File: config.mk
export PLATFORM = sky130hd
export DESIGN_NAME = demux4_reg_flat
export DESIGN_NICKNAME = d
export VERILOG_FILES = /design/src/rtl/demux4_reg_pkg.sv /design/src/rtl/demux4_reg_if.sv /design/src/rtl/demux4_reg_slot.sv /design/src/rtl/demux4_reg.sv /design/src/flat_wrapper.sv
export SDC_FILE = /design/constraint.sdc
export NUM_CORES = 1
export LEC_CHECK = 0
export CAP_MARGIN = 20
export CORE_MARGIN = 8
export CORE_UTILIZATION = 55
export DETAILED_ROUTE_END_ITERATION = 12
export DONT_BUFFER_PORTS = 1
export MAX_ROUTING_LAYER = met4
export PLACE_DENSITY = 0.74
export SLEW_MARGIN = 10
export SYNTH_ARGS = -nofsm -noshare
export SYNTH_HDL_FRONTEND = slang
export SYNTH_HIERARCHICAL = 1
export SYNTH_SLANG_ARGS = --single-unit
File: constraint.sdc
create_clock -name clk -period 1.4 [get_ports clk]
set_clock_uncertainty 0.05 [all_clocks]
set_input_delay 0 -clock clk [delete_from_list [all_inputs] [get_ports clk]]
set_output_delay 0 -clock clk [all_outputs]
set_load 0.02 [all_outputs]
File: src/rtl/demux4_reg_pkg.sv
// demux4_reg_pkg: shared slot indices and default widths for the 1:4 write demux
package demux4_reg_pkg;
  localparam logic [1:0] SLOT_A = 2'd0;
  localparam logic [1:0] SLOT_B = 2'd1;
  localparam logic [1:0] SLOT_C = 2'd2;
  localparam logic [1:0] SLOT_D = 2'd3;
  localparam int DEF_WIDTH = 32;
  localparam int DEF_CNT_W = 8;
endpackage

File: src/rtl/demux4_reg_if.sv
// demux4_reg_if: producer offer, per-slot outputs and consumer acks of the write demux
interface demux4_reg_if #(
  parameter int WIDTH = demux4_reg_pkg::DEF_WIDTH,
  parameter int CNT_W = demux4_reg_pkg::DEF_CNT_W
);
  logic [WIDTH-1:0] in_data;
  logic [1:0]       in_sel;
  logic             in_valid;
  logic             in_ready;
  logic [WIDTH-1:0] out_a;
  logic [WIDTH-1:0] out_b;
  logic [WIDTH-1:0] out_c;
  logic [WIDTH-1:0] out_d;
  logic [3:0]       out_valid;
  logic [3:0]       out_ack;
  logic [CNT_W-1:0] accept_cnt;
  modport master (
    output in_data, in_sel, in_valid, out_ack,
    input  in_ready, out_a, out_b, out_c, out_d, out_valid, accept_cnt
  );
  modport slave (
    input  in_data, in_sel, in_valid, out_ack,
    output in_ready, out_a, out_b, out_c, out_d, out_valid, accept_cnt
  );
endinterface

File: src/rtl/demux4_reg_slot.sv
// demux4_slot: one holding register with a full flag, refilled or drained by its consumer
module demux4_slot #(
  parameter int WIDTH = demux4_reg_pkg::DEF_WIDTH
) (
  input  logic             clk,
  input  logic             rst,
  input  logic             wr_en,
  input  logic [WIDTH-1:0] wr_data,
  input  logic             ack,
  output logic [WIDTH-1:0] data,
  output logic             valid,
  output logic             can_accept
);
  assign can_accept = !valid | ack;
  // a write sets full and replaces data; an ack alone only clears full
  always_ff @(posedge clk) begin
    if (rst) begin
      data  <= '0;
      valid <= 1'b0;
    end else begin
      if (wr_en) data <= wr_data;
      valid <= wr_en | (valid & ~ack);
    end
  end
endmodule

File: src/rtl/demux4_reg.sv
// demux4_reg: routes one word per cycle into one of four held slots with valid/ready flow control
module demux4_reg #(
  parameter int WIDTH = demux4_reg_pkg::DEF_WIDTH,
  parameter int CNT_W = demux4_reg_pkg::DEF_CNT_W
) (
  input logic clk,
  input logic rst,
  demux4_reg_if.slave bus
);
  import demux4_reg_pkg::*;
  logic [3:0]       wr_en;
  logic [3:0]       can_accept;
  logic [WIDTH-1:0] data [4];
  assign bus.in_ready = can_accept[bus.in_sel];
  assign wr_en = {4{bus.in_valid & bus.in_ready}} & (4'd1 << bus.in_sel);
  for (genvar i = 0; i < 4; i++) begin : g_slot
    demux4_slot #(.WIDTH(WIDTH)) u_slot (
      .clk        (clk),
      .rst        (rst),
      .wr_en      (wr_en[i]),
      .wr_data    (bus.in_data),
      .ack        (bus.out_ack[i]),
      .data       (data[i]),
      .valid      (bus.out_valid[i]),
      .can_accept (can_accept[i])
    );
  end
  assign bus.out_a = data[SLOT_A];
  assign bus.out_b = data[SLOT_B];
  assign bus.out_c = data[SLOT_C];
  assign bus.out_d = data[SLOT_D];
  // count every accepted word, wrapping naturally
  always_ff @(posedge clk) begin
    if (rst) bus.accept_cnt <= '0;
    else if (|wr_en) bus.accept_cnt <= bus.accept_cnt + 1'b1;
  end
endmodule

File: src/flat_wrapper.sv
// flat-port wrapper written by rule: the top's interface ports become plain ports
module demux4_reg_flat import demux4_reg_pkg::*;
#(
  parameter int WIDTH = demux4_reg_pkg::DEF_WIDTH,
  parameter int CNT_W = demux4_reg_pkg::DEF_CNT_W
)
  (clk, rst, bus_in_data, bus_in_sel, bus_in_valid, bus_out_ack, bus_in_ready, bus_out_a, bus_out_b, bus_out_c, bus_out_d, bus_out_valid, bus_accept_cnt);
  demux4_reg_if #(.WIDTH(WIDTH), .CNT_W(CNT_W)) bus_i ();
  input logic clk;
  input logic rst;
  input wire logic [$bits(bus_i.in_data)-1:0] bus_in_data;
  input wire logic [$bits(bus_i.in_sel)-1:0] bus_in_sel;
  input wire logic [$bits(bus_i.in_valid)-1:0] bus_in_valid;
  input wire logic [$bits(bus_i.out_ack)-1:0] bus_out_ack;
  output wire logic [$bits(bus_i.in_ready)-1:0] bus_in_ready;
  output wire logic [$bits(bus_i.out_a)-1:0] bus_out_a;
  output wire logic [$bits(bus_i.out_b)-1:0] bus_out_b;
  output wire logic [$bits(bus_i.out_c)-1:0] bus_out_c;
  output wire logic [$bits(bus_i.out_d)-1:0] bus_out_d;
  output wire logic [$bits(bus_i.out_valid)-1:0] bus_out_valid;
  output wire logic [$bits(bus_i.accept_cnt)-1:0] bus_accept_cnt;
  assign bus_i.in_data = bus_in_data;
  assign bus_i.in_sel = bus_in_sel;
  assign bus_i.in_valid = bus_in_valid;
  assign bus_i.out_ack = bus_out_ack;
  assign bus_in_ready = bus_i.in_ready;
  assign bus_out_a = bus_i.out_a;
  assign bus_out_b = bus_i.out_b;
  assign bus_out_c = bus_i.out_c;
  assign bus_out_d = bus_i.out_d;
  assign bus_out_valid = bus_i.out_valid;
  assign bus_accept_cnt = bus_i.accept_cnt;
  demux4_reg #(.WIDTH(WIDTH), .CNT_W(CNT_W)) u_core (.clk(clk), .rst(rst), .bus(bus_i));
endmodule
==> impl_results.md <==
- Status: finished with violations
- Failing checks: hold timing, setup timing
- CP most frequent cell: buf_6
- # rows: 36
- Max Fclk: approximately 570 MHz
- Placed cell area: roughly 5400 µm²
- Leakage: between 2 and 3 nW
- Slew @ Worst Pin: 328 ps
- Synth cell types: 28
- Core ar.: 9550 µm²
- Net count after synthesis: roughly 520
- Nets: about 570
- Setup tns final: -26,190 ps
- Critical Path RT: ~1400 ps
- RSZ-0062 raised after global routing: true
- Vias: about 3,500
- Hold_sp: rst
- Synth Warn #: 6
- Top post-synthesis cells by area: dfxtp_1 53%, mux2i_1 25%, nor2_1 9.6%
- Die Span X: between 100 and 150 µm
- Die area: ~13,000 µm²
- Main combinational cell family by area after synthesis: multiplexers
- Clock root buffer: clkbuf_8
- Filler cell count: approximately 710
- Clk_lat worst skew: 510 ps
- Max-slew violations: 0
- Initial Util: 0.556
- Fin. Hold Viols: 140
- Flop pwr share: 0.445
- GRT Total Usage: 0.225
- Clock-pin slew on the worst setup and hold paths: around 60 ps
- Buffers added on ports: 0
- Worst Path Arrival: ~1700 ps
- CTS max path bufs: 2
- Initial DRT Pass Iterations: 4
- Vias in the first global route: 3,657
- Synth Area per Inst: ~11 µm²
- Simple-gate share of the synthesized area: 0.123
- CTS tree: yes
- Post-Syn Area: 5310 µm²
- Fin util: 0.710
- Clock network fraction of total power: 0.486
- Tmin final: 1750 ps
- Post-Layout Cell Count: 668
- Post-synthesis mux area share: 0.257
- Largest area contributor in the netlist: dfxtp_1
- Pin count of the biggest net entering global routing: 144
- Setup slack at placement: -208 ps
- Sw Share: 0.229
- Initial antenna violation count: 0
- Combinational Power Share: 0.069
- Die height: roughly 110 µm
- Sw power: 2.26 mW
- Sequential cell area: around 2800 µm²
- Endpoints failing setup: approximately 140
- Boundary pin count: about 180
- Total congestion overflow: 0
- Area grow syn2layout: 27.8%
- PwrDens: between 1000 and 1500 nW/µm²
- Critical-path cell list: nand2b_4, buf_6, mux4_2, buf_6
- Post-synthesis adder-cell area fraction: 0.00236
- H-Tree Depth: 4
- Starting DRT DRC Count: approximately 290
- Share of layout cells above drive strength 1: 0.226
- Final WS setup: -351 ps
- Max FO, Critical Path: 2
- Critical-path top delay cell: mux4_2
- Synth top area share: 0.528
- P_int: 7.58 mW
- Hold WC Path Type: primary input to flop
- DRC: 0
- Placed wire-length estimate: a little over 8000 µm
- XOR/XNOR Fraction of Synth Area: 0.00660
- Hold_ws: -493 ps
- Placer Congestion: a little over 0.8
- Max_cap viols: 0
- TritonCTS Buffers: 17
- Reg2Reg Launch Point: u_core/g_slot[0].u_slot/valid
- Clock Sinks: 140
- Diode count: 0
- Headroom to the max-slew limit: 0.781
- Critical Path Start Type: flop
- Sequential share of the synthesized area: 0.528
- First-pass GRT wire length: ~22,000 µm
- Yosys reg bits: between 100 and 150
- Drt total wl: 14,300 µm
- Crit. End Element: primary output
- Slowest Stage Delay on Critical Path: between 400 and 500 ps
- Multi-input gate area: 2280 µm²
- Crit share post-route: 1.25
- Post-layout instance area: approximately 6800 µm²
- Antenna-violating nets left: 0
- WL/cell: between 20 and 25 µm
- Setup CP Type: flop to primary output
- CP startpoint: u_core/g_slot[0].u_slot/valid
- Via/cell ratio: 5.30
- Cells after Synth: between 400 and 500
- Worst vdd ir: roughly 0.93 mV
- Synth Area in Compound Gates: 0.0101
- Dpl cells: between 600 and 700
final timing paths:
kind	cells after the start	slack (ps)	to
setup / recovery	4	-350	bus_in_ready
hold / removal	1	-490	u_core/g_slot[3].u_slot/valid
setup reg to reg	7	-340	u_core/bus.accept_cnt[5]
hold reg to reg	2	470	u_core/g_slot[3].u_slot/valid
critical path, delay by kind of cell, from the launching register on:
kind | cells | cell delay [ps]
multiplexers | 1 | 490
buffers and inverters | 2 | 270
AND/OR/NAND/NOR | 1 | 60
flip-flops | 1 | 360
per-stage QoR:
step	total power, mW	hold WS (ps)
floorplan	4.90	97.2
global placement	4.92	23.0
detailed placement	4.94	24.7
CTS	9.89	-528
global route	10.2	-528
finish	9.84	-493
kinds of logic (layout without fill, tap and decap cells):
logic type                 Yosys count  in the layout
and+or+nand+nor                    157            157
buffers and inverters               38             92
xor gates and xnor gates             4              4
muxes                              134            134
adders and majority gates            1              1
AOI/OAI and AO/OA                    7              7
DFF                                140            140
flip-flops by register name (all words and copies together) (netlist names):
| register | cells |
|---|---|
| u_core/g_slot.u_slot/data | 128 |
| u_core/bus.accept_cnt | 8 |
| u_core/g_slot.u_slot/valid | 4 |
cells in the final DEF (no fill, tap or decap), types with 2 or more instances in the layout:
master and count:
mux2i_2 4, mux2i_1 123, mux2i_4 4, dfxtp_4 4
mux2_4 2, nor3_4 2, dfxtp_1 136, inv_2 2
inv_1 2, nor2_1 136, buf_6 19, xor2_1 3
bufinv_16 5, nand2b_4 4, inv_6 3, nor3b_4 2
buf_12 11, clkbuf_16 17, and4_1 3, buf_16 11
a21oi_2 5, nand4_1 4, buf_4 15, inv_4 2
metal layers:
| layer | routed length [µm] | GRT usage | vias up |
|---|---|---|---|
| li1 | - | - | 1695 |
| met1 | 5760 | 0.244 | 1701 |
| met2 | 7030 | 0.367 | 129 |
| met3 | 1410 | 0.0912 | 14 |
| met4 | 142 | 0.0807 | 0 |
| met5 | 0 | - | - |
synth_stat cells, drive strengths merged:
cell type,number
dfxtp,140
xor2,3
nor3b,2
clkbuf,8
nor3,2
mux4,1
nand2,1
mux2,2
mux2i,131
and2b,2
inv,4
a31o,1
xnor2,1
a21oi,5
dlygate4sd1,1
and4,3
nand3,1
nor2,136
or2b,1
o22ai,1
nand2b,5
nand4,4
ha,1
buf,25
power by group through the flow:
stage          sequential (mW)  clock (mW)  combinational [mW]
2_1_floorplan             4.45           0               0.453
3_3_place_gp              4.47           0               0.452
3_5_place_dp              4.47           0               0.470
4_1_cts                   4.39        4.84               0.666
5_1_grt                   4.40        5.03               0.721
6_report                  4.38        4.78               0.676
cell type report:
cell class,instances,share of cell area
clock buffers,18,0.0616
well taps,133,0.0245
clock inverters,13,0.0310
inverters,4,0.00221
flip-flops and latches,140,0.415
repair buffers,57,0.129
multi-input cells,303,0.336
what timing repair did:
action,in CTS,in global routing
setup endpoints to repair,141,141
gates cloned,14,1
endpoints found under the hold margin,140,140
gates resized for setup,43,20
buffers inserted,22,5
pin swaps,8,8
No activity file was read; power rests on OpenSTA's default activity.
